===== config.mk =====
export PLATFORM = sky130hd
export DESIGN_NAME = flash_audio_sequencer
export DESIGN_NICKNAME = d
export VERILOG_FILES = /design/src/rtl/audio_pkg.sv /design/src/rtl/edge_to_pulse.sv /design/src/rtl/flash_audio_sequencer.sv
export SDC_FILE = /design/constraint.sdc
export NUM_CORES = 1
export LEC_CHECK = 0
export CORE_MARGIN = 3
export CORE_UTILIZATION = 53
export DETAILED_ROUTE_END_ITERATION = 8
export GPL_ROUTABILITY_DRIVEN = 1
export GPL_TIMING_DRIVEN = 0
export PLACE_DENSITY = 0.81
export RECOVER_POWER = 25
export SYNTH_ARGS = -nofsm -noshare
export SYNTH_HDL_FRONTEND = slang
export SYNTH_SLANG_ARGS = --single-unit
export TNS_END_PERCENT = 50

===== constraint.sdc =====
create_clock -name clk -period 2.43 [get_ports clk]
set_input_delay 0.729 -clock clk [delete_from_list [all_inputs] [get_ports clk]]
set_output_delay 0.729 -clock clk [all_outputs]
set_load 0.05 [all_outputs]

===== src/rtl/audio_pkg.sv =====
// audio_pkg
//   Shared definitions for the flash audio playback path: sequencer state
//   encoding, address/sample widths, the default song end address and the
//   wrapping word-address step used when moving through the song.
package audio_pkg;

   localparam int FLASH_ADDR_W = 23;
   localparam int SAMPLE_W     = 16;
   localparam int WORD_W       = 2 * SAMPLE_W;

   localparam logic [FLASH_ADDR_W-1:0] DEFAULT_LAST_ADDR = 23'h7FFFF;

   typedef enum logic [2:0] {
      IDLE,
      REQ,
      WAIT_DATA,
      WAIT_T0,
      OUT0,
      WAIT_T1,
      OUT1,
      ADVANCE
   } seq_state_t;

   // One word step through the song, wrapping at both ends.
   function automatic logic [FLASH_ADDR_W-1:0] next_addr(
      input logic [FLASH_ADDR_W-1:0] addr,
      input logic                    forward,
      input logic [FLASH_ADDR_W-1:0] last_addr
   );
      logic [FLASH_ADDR_W-1:0] result;
      if (forward)
         result = (addr == last_addr) ? '0 : addr + 1'b1;
      else
         result = (addr == '0) ? last_addr : addr - 1'b1;
      return result;
   endfunction

endpackage


===== src/rtl/edge_to_pulse.sv =====
// edge_to_pulse
//   Turns a slow level (already synchronous to clk) into a registered
//   one-cycle pulse on each of its rising edges.
//   Ports:
//     clk    in  system clock
//     reset  in  synchronous active-high reset
//     level  in  slow strobe / square wave
//     pulse  out one-cycle pulse, the cycle after the rise is sampled
module edge_to_pulse (
   input  logic clk,
   input  logic reset,
   input  logic level,
   output logic pulse
);

   logic level_reg;

   always_ff @(posedge clk) begin
      if (reset) begin
         // Track the live level during reset so a line that is already high
         // when reset releases does not produce a phantom edge.
         level_reg <= level;
         pulse     <= 1'b0;
      end else begin
         level_reg <= level;
         pulse     <= level & ~level_reg;
      end
   end

endmodule


===== src/rtl/flash_audio_sequencer.sv =====
// flash_audio_sequencer
//   Reads 32-bit words from flash over an Avalon-MM read master and plays
//   the two 16-bit samples of each word, one per sample-clock rising edge.
//   Forward play emits [15:0] then [31:16]; backward play emits the halves
//   in the opposite order and walks the address downwards.
//   Ports:
//     clk, reset              system clock, synchronous active-high reset
//     start_reading           1 = play, 0 = pause (honoured at word boundaries)
//     direction               1 = forward, 0 = backward (sampled per word)
//     restart                 one-cycle request to jump to the song start
//     sample_clk              slow sample-rate square wave, synchronous to clk
//     flash_*                 Avalon-MM read master (word addressed)
//     audio_data/audio_valid  current sample and its one-cycle update strobe
module flash_audio_sequencer
   import audio_pkg::*;
#(
   parameter logic [FLASH_ADDR_W-1:0] LAST_ADDR = DEFAULT_LAST_ADDR
) (
   input  logic                    clk,
   input  logic                    reset,
   input  logic                    start_reading,
   input  logic                    direction,
   input  logic                    restart,
   input  logic                    sample_clk,
   input  logic                    flash_waitrequest,
   input  logic                    flash_readdatavalid,
   input  logic [WORD_W-1:0]       flash_readdata,
   output logic                    flash_read,
   output logic [FLASH_ADDR_W-1:0] flash_address,
   output logic [3:0]              flash_byteenable,
   output logic [SAMPLE_W-1:0]     audio_data,
   output logic                    audio_valid
);

   seq_state_t        state;
   logic              tick;
   logic              restart_pending;
   logic              restart_now;
   logic              dir_q;
   logic [WORD_W-1:0] word_reg;

   assign flash_byteenable = 4'hF;

   // A restart arriving in the very cycle it would be consumed is applied
   // immediately rather than waiting for the next word boundary.
   assign restart_now = restart_pending | restart;

   edge_to_pulse u_tick (
      .clk   (clk),
      .reset (reset),
      .level (sample_clk),
      .pulse (tick)
   );

   always_ff @(posedge clk) begin
      if (reset) begin
         state           <= IDLE;
         flash_read      <= 1'b0;
         flash_address   <= '0;
         audio_data      <= '0;
         audio_valid     <= 1'b0;
         restart_pending <= 1'b0;
         dir_q           <= 1'b1;
         word_reg        <= '0;
      end else begin
         audio_valid <= 1'b0;
         if (restart)
            restart_pending <= 1'b1;

         case (state)
            IDLE: begin
               // While paused a restart reloads the start point using the
               // live direction, since no word has latched one yet.
               if (restart_now) begin
                  flash_address   <= direction ? '0 : LAST_ADDR;
                  restart_pending <= 1'b0;
               end
               if (start_reading) begin
                  flash_read <= 1'b1;
                  state      <= REQ;
               end
            end

            REQ: begin
               if (!flash_waitrequest) begin
                  flash_read <= 1'b0;
                  state      <= WAIT_DATA;
               end
            end

            WAIT_DATA: begin
               if (flash_readdatavalid) begin
                  word_reg <= flash_readdata;
                  dir_q    <= direction;
                  state    <= WAIT_T0;
               end
            end

            WAIT_T0: begin
               if (tick) begin
                  audio_data  <= dir_q ? word_reg[SAMPLE_W-1:0] : word_reg[WORD_W-1:SAMPLE_W];
                  audio_valid <= 1'b1;
                  state       <= OUT0;
               end
            end

            OUT0: state <= WAIT_T1;

            WAIT_T1: begin
               if (tick) begin
                  audio_data  <= dir_q ? word_reg[WORD_W-1:SAMPLE_W] : word_reg[SAMPLE_W-1:0];
                  audio_valid <= 1'b1;
                  state       <= OUT1;
               end
            end

            OUT1: state <= ADVANCE;

            ADVANCE: begin
               if (restart_now) begin
                  flash_address   <= dir_q ? '0 : LAST_ADDR;
                  restart_pending <= 1'b0;
               end else begin
                  flash_address <= next_addr(flash_address, dir_q, LAST_ADDR);
               end
               if (start_reading) begin
                  flash_read <= 1'b1;
                  state      <= REQ;
               end else begin
                  state <= IDLE;
               end
            end

            default: begin
               flash_read <= 1'b0;
               state      <= IDLE;
            end
         endcase
      end
   end

endmodule


# == After elaboration in Yosys (flattened, before gate mapping) ==
# Index checks and enable logic that the tools add are counted.
# totals
input_bits,40
regBits,80
output_inout_bits,45
# op_classes
muxes,27
n_eq_ne,15
add_sub_neg,2
reduce_logical,13
bitwise,4
# ops
cell,n
two-way mux 23 bit,5
two-way mux 16 bit,4
one-hot mux 23 bit (2 select lines),1
two-way mux 19 bit,2
one-hot mux 16 bit (2 select lines),1
one-hot mux 3 bit (8 select lines),1
"adder 23 x 1 -> 23 bit, second input constant",1
"== test 23 x 19 -> 1 bit, second input constant",1
logical NOT 23 bit,1
"subtractor 23 x 1 -> 23 bit, second input constant",1
two-way mux 3 bit,5
"== test 3 bit, second input constant",4
"inequality test 2 bit, second input constant",4
two-way mux 1 bit,7
"== test 3 x 2 -> 1 bit, second input constant",2
"inequality test 2 x 1 -> 1 bit, second input constant",3
AND reduction 3 bit,2
nonzero test 2 bit,3
OR reduction 2 bit,3
AND reduction 5 bit,1
AND reduction 2 bit,2
"== test 3 x 1 -> 1 bit, second input constant",1
logical NOT 3 bit,1
NOT 1 bit,2
3 further kinds,3

# == Longest topological paths before layout ==
# Gate-level depths: netlist (run 1).
# depth
depth_word,5
depth_mapped,9
depth_no_buf,8

# == Cells and area by module ==
# A second synthesis (run 1) with hierarchy kept.
# hier_totals
hier_cells,593
hier_area_um2,4563.1
# by_module_without_submodules
mod,area_per_inst_um2,seq_area_each_um2,cells_per_inst,n_inst
flash_audio_sequencer,4510.6,1561.5,590,1
edge_to_pulse,52.6,40.0,3,1

# == Worst setup path after synthesis (run 1) ==
# No wires, ideal clock.
# synth_path
path_type,reg2reg
from,register flash_address[0]
to,register flash_address[20]
path_buffers,1
slack_ps,36
path_stages_with_launch,9
required_time_ps,2313
arrival_ps,2277
period_less_slack_ps,2394
setup_time_ps,117
cell_sequence,dfxtp_1 buf_6 inv_1 ha_1 or4b_2 nor4_1 xnor2_1 o21ai_0 a32o_1
# synth_via
elab_chain_len,5
word_cells_on_any_way,9
# synth_lines
element,line_no,rtl
"start, declared",flash_audio_sequencer.sv:29,"output logic [FLASH_ADDR_W-1:0] flash_address,"
"start signal, assigned",flash_audio_sequencer.sv:75,flash_address <= direction ? '0 : LAST_ADDR;
"start signal, assigned",flash_audio_sequencer.sv:121,flash_address <= dir_q ? '0 : LAST_ADDR;
"start signal, assigned",flash_audio_sequencer.sv:124,"flash_address <= next_addr(flash_address, dir_q, LAST_ADDR);"
"subtractor 23 x 1 -> 23 bit, or another cell as far along",audio_pkg.sv:34,result = (addr == '0) ? last_addr : addr - 1'b1;
"two-way mux 23 bit, on equally long branches","audio_pkg.sv:34, audio_pkg.sv:32",
two-way mux 23 bit *,audio_pkg.sv:31,if (forward)
two-way mux 23 bit *,flash_audio_sequencer.sv:120,if (restart_now) begin
one-hot mux 23 bit (2 select lines) *,flash_audio_sequencer.sv:70,case (state)
# Mark *: on every way between the ends. The rest lies on a longest branch, timed or not.
# A chain may end at the register's enable or synchronous reset.

# == Final worst setup path (run 1) ==
# layout_path
from,input port restart
to,register flash_address[6]
# layout_via
elab_chain_len,3
word_cells_on_any_way,5
# layout_lines
element,line_no,rtl
"start, declared",flash_audio_sequencer.sv:23,"input logic restart,"
bitwise OR 1 bit *,flash_audio_sequencer.sv:46,assign restart_now = restart_pending | restart;
two-way mux 23 bit or inequality test 2 bit (tied branches),--,
one-hot mux 23 bit (2 select lines) or AND reduction 2 bit (tied branches),--,
# Marked as above.

==> impl_results.md, run 1 <==
* GR Layer Usage met2 at 46.75%
* Post-synthesis cell type count at 62
* Fin util at 71.91%
* Worst hold start: u_tick.level_reg
* Iter 0 DRT Violations at 331
* DR pass1 iterations at 5
* Die ar. at 9621 sq um
* Number of antenna-violating nets in the routed design at 0
* Reg2Reg Capture Point: flash_address[17]
* Reg-to-Reg Start: flash_address[3]
* Leak at 1.993 nW
* N_diodes at 0
* # nets final at 711
* Die height at 98.09 um
* Via count at 4,759
* Slew of the pin with the lowest slew margin at 1.014 ns
* Async S/R FF share, synth at 0%
* Setup Skew at 0.01384 ns
* Largest family of logic cells by synthesized area: simple AND/OR/NAND/NOR gates
* Crit share post-route at 99.61%
* Initial antenna violation count at 0
* Ys flop type: dfxtp_1
* Fill cell count at 674
* CTS Root Cell: clkbuf_8
* Grt peak-use layer: met2
* Slowest cell delay on critical path at 0.46 ns
* Syn-to-layout area delta at 27.48%
* Largest net degree at the start of global routing at 16
* Area occupied by multi-input gates at 2684 sq um
* Global Route Usage Sum at 29.23%
* First-pass GRT wire length at 22,830 um
* Number of flops mapped to enable cells by yosys at 0
* Pwr Density at 627.7 nW/um^2
* Max Cap Violations at 0
* Peak supply drop at 338.0 uV
* Crit path time final at 2.421 ns
* Synth Area in Simple Gates at 26.53%
* WHS Path Cells at 1
* Ports at 85
* Worst-path clk slew at 0.10 ns
* Share of the synthesized area in compound gates (AO/OA/AOI/OAI) at 21.24%
* CP required at 2.72 ns
* Drt total wl at 14,500 um
* Buf/Inv on CP at 3
* Crit-path max FO at 10
* Yosys reg bits at 80
* Max_slew headroom at 32.37%
* Ys Warns at 0
* Crit. End Element: flop
* RSZ-0062 raised after global routing: yes
* CTS Buf Count at 9
* Hold Path Sink: u_tick.pulse
* Met1 Use GR at 39.41%
* Vias in the first global route at 4,510
* H-tree Lvls at 3
* Share of cells above drive strength 1 at 11.59%
* Adder-Cell Fraction of Synth Area at 0.8352%
* Post-Syn Area at 4494 sq um
* Longest Clk Path Bufs at 2
* Xor/xnor cell area share of the yosys netlist at 4.872%
* FF-to-FF setup slack at 0.08 ns
* Met3 Use GR at 5.714%
* I/O Buffers at 80
* Post-synthesis mux area share at 3.786%
* WS Path Type: input port to flop
* Final Cell Area at 5729 sq um
* Delay-heaviest family, CP: buffers and inverters
* Clk sink count at 80
* Max frequency at 413.1 MHz
* Post-Syn Instances at 575
* Chip width at 98.09 um
* Hold Fails Final Rpt at 0
* Reg area at 1604 sq um
* Startpoint type of the worst setup path: input port
* # DRC at 0
* Crit-path slowest cell: clkdlybuf4s50_1
* Aggregate global routing overflow at 0
* Max reg flops at 32
* Row cnt at 32
* Hold crit path type: flop to flop
* TritonCTS clock tree: yes
* Post-DP Area at 5434 sq um
* Clk Latency, worst-skew pair at 0.37 ns
* Core ar. at 7968 sq um
* Detailed placement HPWL at 10,460 um
* Crit-path cells: clkdlybuf4s50_1, nor2_4, clkbuf_4, and3_1, o21a_2, buf_4, a21oi_1, a211oi_1
* Vias/cell at 6.141
* FF-to-FF path depth at 7
* Per-cell routed wire length at 18.71 um
* # setup viols final at 0
* Mean cell area of the mapped netlist at 7.816 sq um
* GP Congestion at 0.9246
* Worst Path Arrival at 2.71 ns
* Outcome: finished clean
* Final count of pins violating max slew at 0
* Starting density of the core at 56.41%
* Total Power at 3.596 mW
* Seq/Total Area, Yosys at 35.63%
## how the worst max path moves through the flow
| stage | end | cells after the start | startpoint | slack [ns] |
|---|---|---|---|---|
| after CTS | flash_address[4] | 1 | flash_address[4] | 0.02 |
| final | flash_address[6] | 8 | restart | 0.009 |
| after floorplan | flash_address[20] | 8 | flash_address[0] | 0.04 |
| after global routing | flash_address[18] | 6 | restart | -0.07 |
| after detailed placement | flash_address[9] | 8 | restart | -0.86 |
| after global placement | flash_address[9] | 8 | restart | -0.81 |
## where the power goes
| group | internal [mW] | switching, mW |
|---|---|---|
| registers | 1.38 | 0.0845 |
| clock network | 0.518 | 0.568 |
| logic | 0.397 | 0.650 |
| total | 2.29 | 1.30 |
## layout make-up
class	count	share of cell area (%)
Inverter	9	0.5896
Multi-Input combinational cell	438	46.84
Clock inverter	6	1.310
Sequential cell	80	28.00
Clock buffer	10	2.402
Timing Repair Buffer	81	13.65
Tap cell	102	2.228
Buffer	49	4.979
## through the flow
| stage | setup TNS [ns] | hold slack, ns | std cells | worst slack, ns |
|---|---|---|---|---|
| after global routing | -0.5098 | 0.4331 | 775 | -0.07180 |
| after floorplan | 0 | 0.3721 | 578 | 0.03571 |
| after global placement | -17.51 | 0.3804 | 760 | -0.8096 |
| after detailed placement | -19.52 | 0.3873 | 760 | -0.8573 |
| after CTS | 0 | 0.4029 | 777 | 0.01682 |
| final | 0 | 0.4048 | 775 | 0.009468 |
## layout by cell type, fill, tap and decap left out, drive strengths merged, types with 17 or more instances in the layout
master,n
a211oi,27
a21oi,69
buf,25
clkbuf,38
clkdlybuf4s50,68
dfxtp,80
mux2i,17
nand2,95
nand3,19
nor2,50
nor3,23
## timing repair
item                                    in CTS  in global routing
endpoints found under the setup margin      29                 25
hold endpoints to repair                     0                  0
hold buffers                                 0                  0
gates resized for setup                     23                 19
buffers inserted                             1                  0
## worst register-to-register path, cell delays in order (launching register included)
cell       delay, ns
dfxtp_1         0.40
buf_6           0.18
and4_2          0.29
nand4_2         0.26
nor2_1          0.29
nor4bb_1        0.35
o22ai_1         0.14
a2111oi_2       0.35
## per-layer routing
layer  up-vias  share of wire (%)
li1       2227                  -
met1      2249                 43
met2       239                 46
met3        44                8.8
met4         0                2.5
met5         -                  0
## cell usage after synthesis (2+ instances only)
master / count / area share (%)
a211o_1: 2 / 0.39
a211oi_1: 27 / 4.5
a21oi_1: 68 / 7.6
a221oi_1: 4 / 0.78
a31o_2: 2 / 0.39
a31oi_1: 6 / 0.84
a32o_1: 2 / 0.45
and2_1: 2 / 0.28
and3_1: 9 / 1.3
and4_1: 5 / 0.97
buf_2: 6 / 0.67
buf_4: 10 / 1.7
buf_6: 6 / 1.5
clkbuf_1: 28 / 2.3
dfxtp_1: 80 / 36
ha_1: 3 / 0.84
inv_1: 9 / 0.75
mux2i_1: 17 / 3.8
nand2_1: 95 / 7.9
nand2b_1: 4 / 0.56
nand3_1: 19 / 2.1
nand4_1: 7 / 0.97
nand4_2: 2 / 0.56
nor2_1: 50 / 4.2
nor3_1: 21 / 2.3
nor3b_1: 2 / 0.33
nor4_1: 6 / 0.84
nor4_4: 2 / 0.95
o211ai_1: 3 / 0.50
o21a_1: 2 / 0.33
o21ai_0: 15 / 1.7
o21bai_1: 2 / 0.33
o221a_2: 2 / 0.50
o22ai_1: 2 / 0.28
or2_2: 2 / 0.28
or3_1: 4 / 0.56
xnor2_1: 14 / 2.7
xor2_1: 11 / 2.1
## kinds of logic (layout without fill, tap and decap cells)
logic type,Yosys count,count (layout)
AOI/OAI and AO/OA,149,149
xor gates and xnor gates,25,25
adders and majority gates,3,3
buffers and inverters,60,155
DFF,80,80
muxes,17,17
other,1,4
and+or+nand+nor,240,240
No activity file was read; power rests on OpenSTA's default activity.
==> run 2: changes to the inputs <==
Settings changed: CORE_UTILIZATION 53 to 40, PLACE_DENSITY 0.81 to default, PLACE_DENSITY_LB_ADDON from default to 0.3.
==> run 2 against run 1 <==
Maximum frequency is 3.0% higher. Combinational power hardly changed. Routed wire length is 4.6% lower. Via count is 4.3% lower. Sequential cell count stayed put. Clock-buffer cell count is 1 lower. Design area is 1.2% higher. Largest power group unchanged.
==> impl_results.md, run 2 (synthesis results as in run 1) <==
* Internal power at 2.282 mW (-0.52%)
* Clk Latency, worst-skew pair at 0.38 ns (about the same)
* Slew of the pin with the lowest slew margin at 0.9376 ns (-0.07687 ns)
* Hold crit path type: flop to flop
* Iter 0 DRT Violations at 259 (-22%)
* TritonCTS clock tree: yes
* Vias/cell at 5.595 (-8.9%)
* Final count of pins violating max slew at 0 (unchanged)
* Area occupied by multi-input gates at 2699 sq um (+0.56%)
* Sw Share at 36.61% (+0.38 points)
* Slack of the critical path at 0.07913 ns (+0.06967 ns)
* Die ar. at 12,540 sq um (+30%)
* Reg area at 1603 sq um (about the same)
* I/O Buffers at 80 (unchanged)
* Via count at 4,554 (-4.3%)
* Core ar. at 10,890 sq um (+37%)
* Fill cell count at 1,040 (+54%)
* Initial antenna violation count at 0 (unchanged)
* Leak at 2.012 nW (+0.99%)
* Vias in the first global route at 4,476 (-0.75%)
* WS Path Type: input port to flop
* FF-to-FF path depth at 7 (unchanged)
* Net Sw Power at 1.317 mW (+1.1%)
* Final Cell Area at 5801 sq um (+1.2%)
* First-pass GRT wire length at 22,090 um (-3.2%)
* Longest Clk Path Bufs at 2 (unchanged)
* Max Cap Violations at 0 (unchanged)
* Clk sink count at 80 (unchanged)
* Worst Path Arrival at 2.57 ns (-0.14 ns)
* CTS Buf Count at 9 (unchanged)
* DR pass1 iterations at 5 (unchanged)
* Startpoint type of the worst setup path: input port
* Setup Skew at 0.01828 ns (+0.004442 ns)
* N_diodes at 0 (unchanged)
* Aggregate global routing overflow at 0 (unchanged)
* Drt total wl at 13,830 um (-4.6%)
* Outcome: finished clean
* Max frequency at 425.4 MHz (+3.0%)
* Detailed placement HPWL at 10,220 um (-2.3%)
* # setup viols final at 0 (unchanged)
* Row cnt at 38 (+19%)
* GP Congestion at 0.9308 (+0.67%)
* Global Route Usage Sum at 21.57% (-7.7 points)
* Leading cell types in the layout, fill and taps excluded: 95 x nand2_1, 79 x dfxtp_1, 68 x a21oi_1
* Commonest non-fill, non-tap cell in the layout: nand2_1
* Share of cells above drive strength 1 at 11.57% (-0.017 points)
* CTS Root Cell: clkbuf_8
* Place WS at -0.8435 ns (+0.01385 ns)
* Ports at 85 (unchanged)
* Crit. End Element: flop
* Sequential Power Share at 40.6% (about the same)
* Fin util at 53.28% (-19 points)
* # nets final at 712 (+0.14%)
* Hold Fails Final Rpt at 0 (unchanged)
* RSZ-0062 raised after global routing: yes
* Comb pwr share at 29.1% (about the same)
* Crit path time final at 2.351 ns (-0.06967 ns)
* Starting density of the core at 41.28% (-15 points)
* Chip width at 112 um (+14%)
* Max_slew headroom at 37.49% (+5.1 points)
* Per-cell routed wire length at 16.99 um (-9.2%)
* Post-DP Area at 5482 sq um (+0.88%)
* Largest net degree at the start of global routing at 17 (+1)
* Crit-path max FO at 10 (unchanged)
* Pwr Density at 620.5 nW/um^2 (-1.2%)
* Peak supply drop at 301.4 uV (-11%)
* Syn-to-layout area delta at 29.06%
* Worst-path clk slew at 0.10 ns (about the same)
* # DRC at 0 (unchanged)
* Crit share post-route at 96.74% (-2.9 points)
* Number of antenna-violating nets in the routed design at 0 (unchanged)
* WHS Path Cells at 1 (unchanged)
* Die height at 112 um (+14%)
* H-tree Lvls at 3 (unchanged)
* CP required at 2.65 ns (-0.07 ns)
* Max reg flops at 32 (unchanged)
* Clock power frac at 30.3% (about the same)
run 2: path summary, 6_finish.rpt:
kind | start | end | slack (ns)
setup reg to reg | flash_address[1] | flash_address[17] | 0.09
setup / recovery | restart | flash_address[11] | 0.08
hold / removal | u_tick.level_reg | u_tick.pulse | 0.40
hold reg to reg | u_tick.level_reg | u_tick.pulse | 0.40
run 2: routing by layer:
metal | vias up | routed length (um) | share of wire, % | track usage [%]
li1 | 2239 | - | - | -
met1 | 2133 | 6056 | 44 | 27.27
met2 | 151 | 6582 | 48 | 37.53
met3 | 31 | 854 | 6.2 | 2.717
met4 | 0 | 335 | 2.4 | 8.173
met5 | - | 0 | 0 | 0
run 2: worst max-delay path, stage by stage:
cell	delay, ns
clkdlybuf4s50_1	0.46
nor2_4	0.20
clkbuf_4	0.23
nand2_1	0.16
a21oi_4	0.17
buf_4	0.22
nand2_1	0.06
a221oi_1	0.25
nor3_1	0.09
run 2: area by class of cell:
| cell class | instances | area share [%] |
|---|---|---|
| buffer | 50 | 5.069 |
| clock buffer | 9 | 2.135 |
| clock inverter | 7 | 1.510 |
| inverter | 9 | 0.5824 |
| multi-input combinational | 438 | 46.53 |
| sequential | 80 | 27.63 |
| tap | 140 | 3.020 |
| timing repair buffer | 81 | 13.52 |
run 2: stage by stage:
step | power, mW | hold WS [ns] | setup TNS, ns | cells
after floorplan | 2.185 | 0.3721 | 0 | 578
after global placement | 2.492 | 0.3824 | -18.67 | 798
after detailed placement | 2.505 | 0.3851 | -19.22 | 798
after CTS | 3.573 | 0.4023 | 0 | 815
after global routing | 3.748 | 0.4170 | -0.08334 | 814
final | 3.599 | 0.4020 | 0 | 814
run 2: power groups by stage:
stage               Clock (mW)  Sequential [mW]  Combinational (mW)
finish                    1.09             1.46                1.05
global route              1.15             1.47                1.12
CTS                       1.10             1.46                1.01
detailed placement           0             1.49                1.02
global placement             0             1.48                1.01
floorplan                    0             1.63               0.558
run 2: timing repair:
| item | CTS | global route |
|---|---|---|
| gates resized for setup | 24 | 23 |
| gates cloned | 0 | 0 |
| endpoints found under the setup margin | 31 | 22 |
| setup buffers | 1 | 0 |
| hold buffers | 0 | 0 |
==> run 3: changes to the inputs <==
Settings changed: SKIP_CTS_REPAIR_TIMING from default to 1.
==> run 3 against run 2 <==
Routed wire length increased by 0.44%. Design area decreased by 0.26%. Clock skew increased by 0.0014 ns. Largest power group unchanged.
==> impl_results.md, run 3 (synthesis results as in run 1) <==
* Outcome: finished clean
* Die height at 112 um (unchanged)
* Syn-to-layout area delta at 28.73%
* # DRC at 0 (unchanged)
* Iter 0 DRT Violations at 237 (-8.5%)
* Die ar. at 12,540 sq um (unchanged)
* Drt total wl at 13,890 um (+0.44%)
* Fill cell count at 1,049 (+0.87%)
* # nets final at 716 (+0.56%)
* I/O Buffers at 80 (unchanged)
* Crit path time final at 2.428 ns (+0.07718 ns)
* CTS Buf Count at 9 (unchanged)
* Pwr Density at 621.6 nW/um^2 (+0.19%)
* Share of cells above drive strength 1 at 12.09% (+0.52 points)
* Total Power at 3.597 mW (about the same)
* Worst Path Arrival at 2.69 ns (+0.12 ns)
* Row cnt at 38 (unchanged)
* Detailed placement HPWL at 10,220 um (unchanged)
* Worst-path clk slew at 0.10 ns (about the same)
* H-tree Lvls at 3 (unchanged)
* Peak supply drop at 302.9 uV (+0.51%)
* Startpoint type of the worst setup path: input port
* RSZ-0062 raised after global routing: yes
* Initial antenna violation count at 0 (unchanged)
* Slew of the pin with the lowest slew margin at 0.9807 ns (+0.04308 ns)
* Clk sink count at 80 (unchanged)
* Clk Latency, worst-skew pair at 0.37 ns (about the same)
* DR pass1 iterations at 4 (-1)
* Hold crit path type: flop to flop
* Max frequency at 411.9 MHz (-3.2%)
* Final hold slack at 0.4022 ns (+0.0001690 ns)
* TritonCTS clock tree: yes
* Max Cap Violations at 0 (unchanged)
* CP required at 2.69 ns (+0.04 ns)
* Largest net degree at the start of global routing at 17 (unchanged)
* Max_slew headroom at 34.62% (-2.9 points)
* # setup viols final at 0 (unchanged)
* N_diodes at 0 (unchanged)
* Commonest non-fill, non-tap cell in the layout: nand2_1
* Max reg flops at 32 (unchanged)
* CTS Root Cell: clkbuf_8
* Ports at 85 (unchanged)
* GP Congestion at 0.9308 (unchanged)
* Vias/cell at 5.562 (-0.58%)
* Aggregate global routing overflow at 0 (unchanged)
* Chip width at 112 um (unchanged)
* Core ar. at 10,890 sq um (unchanged)
* Per-cell routed wire length at 16.98 um (about the same)
* WS Path Type: input port to flop
* Setup Skew at 0.01969 ns (+0.001406 ns)
* Longest Clk Path Bufs at 2 (unchanged)
* Leak at 1.976 nW (-1.8%)
* Hold Fails Final Rpt at 0 (unchanged)
* Leading cell types in the layout, fill and taps excluded: 95 x nand2_1, 79 x dfxtp_1, 68 x a21oi_1, 68 x clkdlybuf4s50_1, 47 x nor2_1
* Crit. End Element: flop
* Via count at 4,550 (-0.088%)
* Number of antenna-violating nets in the routed design at 0 (unchanged)
* Global Route Usage Sum at 21.51% (-0.068 points)
* Starting density of the core at 41.28% (unchanged)
* Vias in the first global route at 4,441 (-0.78%)
* Crit-path max FO at 6 (-4)
* First-pass GRT wire length at 22,010 um (-0.34%)
* Crit share post-route at 99.92% (+3.2 points)
* Final count of pins violating max slew at 0 (unchanged)
[run 3: cell count changes in the layout (fill, tap and decap cells not counted), moves of 2 or more]
cell,before,now
dlygate4sd2_1,9,0
clkbuf_1,25,35
buf_4,11,14
nor3_2,1,3
[run 3: report_power, final]
group	switching, mW	internal [mW]
Combinational	0.650	0.400
Sequential	0.0842	1.38
Clock	0.584	0.501
[run 3: worst paths after layout]
kind / startpoint / endpoint / slack [ns] / depth (start not counted)
min: u_tick.level_reg / u_tick.pulse / 0.40 / 1
max: restart / flash_address[17] / 0.002 / 8
min reg2reg: u_tick.level_reg / u_tick.pulse / 0.40 / 1
max reg2reg: flash_address[1] / flash_address[8] / 0.13 / 7
[run 3: area by class of cell]
type | instances | area [sq um] | share of cell area, %
Clock inverter | 7 | 87.58 | 1.514
Timing Repair Buffer | 84 | 768.2 | 13.28
Multi-Input combinational cell | 438 | 2704 | 46.73
Buffer | 51 | 290.3 | 5.017
Inverter | 9 | 33.78 | 0.5839
Tap cell | 140 | 175.2 | 3.028
Sequential cell | 80 | 1603 | 27.70
Clock buffer | 9 | 123.9 | 2.141
[run 3: stage by stage]
stage	setup TNS (ns)	worst slack, ns	area (sq um)	utilization [%]	instances
floorplan	0	0.03571	4506	-	578
global placement	-18.67	-0.8330	5482	50.34	798
detailed placement	-19.22	-0.8435	5482	50.34	798
CTS	-6.432	-0.4520	5693	52.29	814
global route	-0.1178	-0.07388	5786	53.14	818
finish	0	0.001959	5786	53.14	818
[run 3: critical path, stage by stage]
cell and delay (ns):
clkdlybuf4s50_1 0.52, nor2_4 0.07, nor3_2 0.28, or2_2 0.16, clkbuf_1 0.27, and3_1 0.22
o22ai_1 0.07, a2111oi_2 0.36
[run 3: metal layers]
layer | routed length [um] | vias up | GRT usage, %
li1 | - | 2237 | -
met1 | 6104 | 2136 | 27.20
met2 | 6704 | 156 | 37.57
met3 | 837 | 21 | 2.717
met4 | 243 | 0 | 7.772
met5 | 0 | - | 0
